File: config.mk
export PLATFORM = sky130hd
export DESIGN_NAME = sevenseg_scan_mux
export DESIGN_NICKNAME = d
export VERILOG_FILES = /design/src/rtl/sevenseg_scan_mux.sv
export SDC_FILE = /design/constraint.sdc
export NUM_CORES = 1
export LEC_CHECK = 0
export CAP_MARGIN = 10
export CORE_MARGIN = 2
export CORE_UTILIZATION = 35
export CTS_CLUSTER_DIAMETER = 80
export CTS_CLUSTER_SIZE = 16
export DETAILED_ROUTE_END_ITERATION = 7
export PLACE_DENSITY = 0.65
export SLEW_MARGIN = 25
export SYNTH_ARGS = -nofsm -noshare
export SYNTH_HDL_FRONTEND = slang
export SYNTH_SLANG_ARGS = --single-unit
File: constraint.sdc
create_clock -name clk -period 2.5 [get_ports clk]
set_input_delay 0.75 -clock clk [delete_from_list [all_inputs] [get_ports clk]]
set_output_delay 0.75 -clock clk [all_outputs]
set_load 0.03 [all_outputs]
File: src/rtl/sevenseg_scan_mux.sv
// Multiplexed digit scanner for common-anode 7-segment displays, with a double-buffered value and guard blanking.
// Optional leading-zero suppression: define SEVENSEG_LEADING_ZERO_BLANK_EN.
module sevenseg_scan_mux #(
  parameter int unsigned DIGITS       = 4,
  parameter int unsigned REFRESH_DIV  = 50000,
  parameter int unsigned BLANK_CYCLES = 16
) (
  input  logic                  clk,
  input  logic                  rst_n,
  input  logic [4*DIGITS-1:0]   value,
  input  logic [DIGITS-1:0]     dp_in,
  input  logic                  load,
  output logic [3:0]            digit_out,
  output logic                  dp_out,
  output logic [DIGITS-1:0]     an_n,
  output logic                  blank,
  output logic                  frame_tick
);

  localparam int unsigned PW = (REFRESH_DIV > 1) ? $clog2(REFRESH_DIV) : 1;
  localparam int unsigned IW = (DIGITS > 1) ? $clog2(DIGITS) : 1;
  localparam logic [PW-1:0] PRE_LAST  = PW'(REFRESH_DIV - 1);
  localparam logic [IW-1:0] IDX_LAST  = IW'(DIGITS - 1);
  localparam logic [PW:0]   GUARD_LEN = (PW+1)'(BLANK_CYCLES);

  typedef enum logic {S_GUARD, S_ON} state_t;

  state_t               state, state_next;
  logic [PW-1:0]        prescaler, pre_next;
  logic [IW-1:0]        idx, idx_next;
  logic [4*DIGITS-1:0]  active_val, pending_val, act_val_next;
  logic [DIGITS-1:0]    active_dp, pending_dp, act_dp_next;
  logic                 pending_valid;
  logic                 boundary;
  logic [DIGITS-1:0]    show_mask;
  logic [DIGITS-1:0]    an_next;
  logic [3:0]           nib_next;
  logic                 dp_next;

`ifdef SEVENSEG_LEADING_ZERO_BLANK_EN
  logic [IW-1:0]        lead_top;
`endif

  always_comb begin
    boundary = (prescaler == PRE_LAST) && (idx == IDX_LAST);
    pre_next = (prescaler == PRE_LAST) ? '0 : prescaler + 1'b1;
    idx_next = idx;
    if (prescaler == PRE_LAST)
      idx_next = (idx == IDX_LAST) ? '0 : idx + 1'b1;

    // A load on the boundary edge bypasses pending and wins over it.
    act_val_next = active_val;
    act_dp_next  = active_dp;
    if (boundary) begin
      if (load) begin
        act_val_next = value;
        act_dp_next  = dp_in;
      end else if (pending_valid) begin
        act_val_next = pending_val;
        act_dp_next  = pending_dp;
      end
    end

    state_next = state;
    case (state)
      S_GUARD: if ({1'b0, pre_next} >= GUARD_LEN) state_next = S_ON;
      S_ON:    if (pre_next == '0 && GUARD_LEN != '0) state_next = S_GUARD;
      default: state_next = S_GUARD;
    endcase

`ifdef SEVENSEG_LEADING_ZERO_BLANK_EN
    // Highest nonzero digit of the value about to be active; digit 0 always stays lit.
    lead_top = '0;
    for (int unsigned i = 0; i < DIGITS; i++)
      if (act_val_next[4*i +: 4] != 4'h0) lead_top = IW'(i);
    for (int unsigned i = 0; i < DIGITS; i++)
      show_mask[i] = (IW'(i) <= lead_top) || act_dp_next[i];
`else
    show_mask = '1;
`endif

    nib_next = '0;
    dp_next  = 1'b0;
    an_next  = '1;
    for (int unsigned i = 0; i < DIGITS; i++) begin
      if (idx_next == IW'(i)) begin
        nib_next = act_val_next[4*i +: 4];
        dp_next  = act_dp_next[i];
        if (state_next == S_ON && show_mask[i]) an_next[i] = 1'b0;
      end
    end
  end

  always_ff @(posedge clk or negedge rst_n) begin
    if (!rst_n) begin
      prescaler     <= '0;
      idx           <= '0;
      state         <= S_GUARD;
      active_val    <= '0;
      active_dp     <= '0;
      pending_val   <= '0;
      pending_dp    <= '0;
      pending_valid <= 1'b0;
      digit_out     <= '0;
      dp_out        <= 1'b0;
      an_n          <= '1;
      blank         <= 1'b1;
      frame_tick    <= 1'b0;
    end else begin
      prescaler  <= pre_next;
      idx        <= idx_next;
      state      <= state_next;
      active_val <= act_val_next;
      active_dp  <= act_dp_next;
      if (boundary) begin
        pending_valid <= 1'b0;
      end else if (load) begin
        pending_val   <= value;
        pending_dp    <= dp_in;
        pending_valid <= 1'b1;
      end
      digit_out  <= nib_next;
      dp_out     <= dp_next;
      an_n       <= an_next;
      blank      <= &an_next;
      frame_tick <= boundary;
    end
  end

endmodule
==> results.md <==
- The synthesis-to-layout area growth is 21.02%.
- The critical path launch point type is a flip-flop.
- The sequential share of the synthesized area is 0.4895.
- STA classifies the critical path endpoint as a flip-flop.
- The slowest stage of the critical path is the sky130_fd_sc_hd__o41a_1 cell.
- The critical path goes through ha_1 -> nand3_2 -> buf_4 -> o41a_1 -> a211oi_1 -> a31o_2 -> nand4_2 -> and2_1 -> nand2_1.
- Of the cells placed in the final design, the portion with a size suffix greater than 1 is 0.3360.
- The synthesized design contains 0 enable-type register cells.
- For this run, the number of Yosys warnings is 0.
- The area of combinational cells with multiple inputs is 0.001598 mm².
- The clock period minus worst slack is 2340 ps.
- Once layout is complete, the utilization of the core stands at 0.4308.
- For this run, the leading register cell type out of synthesis is sky130_fd_sc_hd__dfrtp_1.
- Synthesis produced 322 cells.
- The slack of the critical path is 160.0 ps.
- From bottom edge to top edge, the die measures 106.0 µm.
- The half-perimeter wire length of the detailed placement result is 5.232 mm.
- The worst path required time is 2800 ps.
- Of the total synthesized cell area, the portion taken by AND, OR, NAND and NOR gates is 0.1206.
- From left edge to right edge, the die measures 106.0 µm.
- The worst slew slack as a fraction of its limit is 0.7267.
- Power spread over the standard cell area amounts to 514.5 mW/mm².
- The number of global-route vias before repair is 2537.
- The core area is 0.01023 mm².
- The cell taking the most area after synthesis is sky130_fd_sc_hd__dfrtp_1.
- The H-tree was split into 3 levels.
- Summing every instance area after synthesis gives 0.003642 mm².
- The largest net degree at the start of global routing is 72.
- Of the total synthesized cell area, the portion taken by XOR and XNOR cells is 0.02886.
- Static timing analysis puts the maximum clock frequency at 427.4 MHz.
- The final weighted congestion in routability-driven placement is 0.8197.
- Before antenna repair, the detailed router went through 4 iterations.
- Row generation in the floorplan step produced 37 rows.
- For this run, the slowest stage of the critical path takes 430 ps.
- The die covers 0.01124 mm².
- The root buffer cell is sky130_fd_sc_hd__clkbuf_8.
- Setup violations remaining at the end of the flow were counted as 0.
- The number of sinks on the clock net is 71.
- Along the worst path, the maximum fanout reaches 5.
- The initial utilization of the core area, before any placement, comes to 0.3560.
- By area the synthesized netlist is led by sky130_fd_sc_hd__dfrtp_1, sky130_fd_sc_hd__mux2_2, sky130_fd_sc_hd__a21oi_2, sky130_fd_sc_hd__a31o_2, sky130_fd_sc_hd__mux2i_1.
- The CTS tree is yes.
- Dividing the final minimum period by the clock period gives 0.9360.
- The tightest min-delay check is of the in -> async type.
- For this block, the via count after detailed routing is 2600.
- The top-level port count is 34.
- The final clock skew is 11.40 ps.
- Dividing the detail-routed via count by the number of cells gives 5.088.
- The overall routed net length is 7.713 mm.
- At the pin with the least slew margin, the transition time is 410.0 ps.
- In this run, synthesis produced a sequential element count of 71.
- Leaving out fill and tap cells, the most frequent cells in the layout are sky130_fd_sc_hd__dfrtp_1, sky130_fd_sc_hd__clkdlybuf4s50_1, sky130_fd_sc_hd__nor2_1, sky130_fd_sc_hd__inv_1, sky130_fd_sc_hd__buf_4.
- The number of remaining DRC errors is 0.
- The multiplexer share of the synthesized area is 0.1092.
- The violation count after the first detailed-route iteration is 132.
- The maximum count of clock buffers along a single path is 2.
- The share of the synthesized area in the top cell type is 0.4535.
- The path type of the worst setup path is reg -> reg.
- The run finished with clean final reports.
- Of the total synthesized cell area, the portion taken by full adders, half adders and majority gates is 0.01031.
- The later pin in the worst-skew pair is clocked with a latency of 360 ps.
- The final net count is 396.
- A synthesized cell averages 11.31 µm².
- The wire length of the first global-routing pass is 12.92 mm.
- The library cell used most frequently in the layout, excluding fill and tap cells, is sky130_fd_sc_hd__dfrtp_1.
- The number of hold violations in the final report is 0.
- The initial antenna violation count came to 0.
- Summed over all cells, the static leakage comes to 1.962 nW.
- After synthesis, the largest family of logic cells by area is compound AO/OA/AOI/OAI gates.
- The startpoint identified for the worst register-to-register timing path is prescaler[0].
- The number of unique standard cell types used by synthesis is 52.
- The repair_antennas step left the layout with diodes totalling 0.
- After clock tree synthesis, the flow added hold-fix buffers numbering 0.
- OpenSTA, run right after detailed placement, puts the worst setup slack at -62.98 ps.
- The post-synthesis net count is 348.
- The cell count of the worst reg-to-reg path is 9.
- The origin of the worst setup path is prescaler[0].
- The layout has 928 filler cells.
- The maximum vdd drop is 268.0 µV.
- The wire length per cell after detailed routing is 15.09 µm.
- The remaining antenna violation count is 0.
- Buffers inserted during clock tree synthesis total 9.
- For the worst setup path, the data arrival time is 2640 ps.
- The async set or reset register ratio after synthesis is 1.000.
- In the final layout, flip-flops and latches occupy 0.001783 mm².
- The number of port buffers is 33.
- The overall routing resource usage is 0.1451.
- The number of violations of the max-capacitance limit is 0.
- Setup repair after global routing left no endpoint under its margin.
- The final-report max-slew violation count is 0.
- Global routing finished with a remaining overflow of 0.
- The clock-pin slew reported for the worst setup and hold paths after clock tree synthesis is 80 ps.
- The compound-gate portion of the synthesized area is 0.1649.
-- stage by stage --
stage	hold WS (ps)	power (mW)	instances	cell area, µm²	setup TNS, ps
after floorplan	454.4	1.275	322	3642	0
after global placement	487.5	1.356	495	4194	-87.37
after detailed placement	493.0	1.360	495	4194	-224.5
after CTS	415.4	2.303	511	4397	0
after global routing	432.1	2.369	511	4408	0
final	392.2	2.268	511	4408	0
-- logic make-up after synthesis --
kind of cell / after synthesis
compound gates: 75
fa+ha+maj: 3
flops: 71
simple gates: 78
xor+xnor: 12
buf+inv: 47
mux: 36
-- final cells by class --
class,instances,share of cell area
clock inverter,6,0.01561
multi-input combinational,204,0.3625
timing repair buffer,58,0.1277
sequential,71,0.4045
inverter,26,0.02214
clock buffer,10,0.02895
tap,136,0.03860
-- final timing paths --
kind / endpoint / slack [ps]
max: an_n[0] / 160
min: pending_val[13] / 390
max reg2reg: an_n[0] / 160
min reg2reg: pending_dp[1] / 510
max in group asynchronous: blank / 1730
min in group clk: pending_dp[1] / 510
-- critical path, delay by kind of cell, from the launching register on --
family                     cells  cell delay [ps]
and+or+nand+nor                4              550
AOI/OAI and AO/OA              3              950
DFF                            1              350
adders and majority gates      1              220
buffers and inverters          1              200
-- synthesized netlist by cell type, drive strengths merged (2+ instances only) --
cell type and instances:
a211oi 2, a21oi 24, a31o 20, and2 2
and3 3, and4 2, buf 15, clkbuf 6
dfrtp 66, dfstp 5, ha 3, inv 26
mux2 20, mux2i 16, nand2 8, nand3 7
nand4 7, nor2 29, nor2b 2, nor3 7
nor4 3, o21ai 2, o22ai 20, or2 3
xnor2 4, xor2 8
-- routing by layer --
layer  vias up  GRT usage  share of wire
li1       1253          -              -
met1      1287     0.2085           0.49
met5         -          0              0
met2        45     0.2143           0.46
met4         0    0.06391          0.022
met3        15    0.02575          0.027
-- sequential cells by signal, summed over array words and instances, names as in the netlist --
| register | cells |
|---|---|
| active_dp | 4 |
| digit_out | 4 |
| blank | 1 |
| prescaler | 16 |
| idx | 2 |
| pending_dp | 4 |
| pending_val | 16 |
| frame_tick | 1 |
| pending_valid | 1 |
| dp_out | 1 |
| state | 1 |
| an_n | 4 |
| active_val | 16 |
-- power by group --
part	leakage (nW)	switching (mW)	internal [mW]
logic	0.961	0.0668	0.0728
clock network	0.0973	0.466	0.468
registers	0.904	0.0146	1.18
-- timing repair --
item                                    CTS  global route
buffers inserted                          0             0
hold endpoints to repair                  0             0
endpoints found under the setup margin    6             4
pin swaps                                 0             0
gates resized for setup                   2             2
No activity file was read; power rests on OpenSTA's default activity.
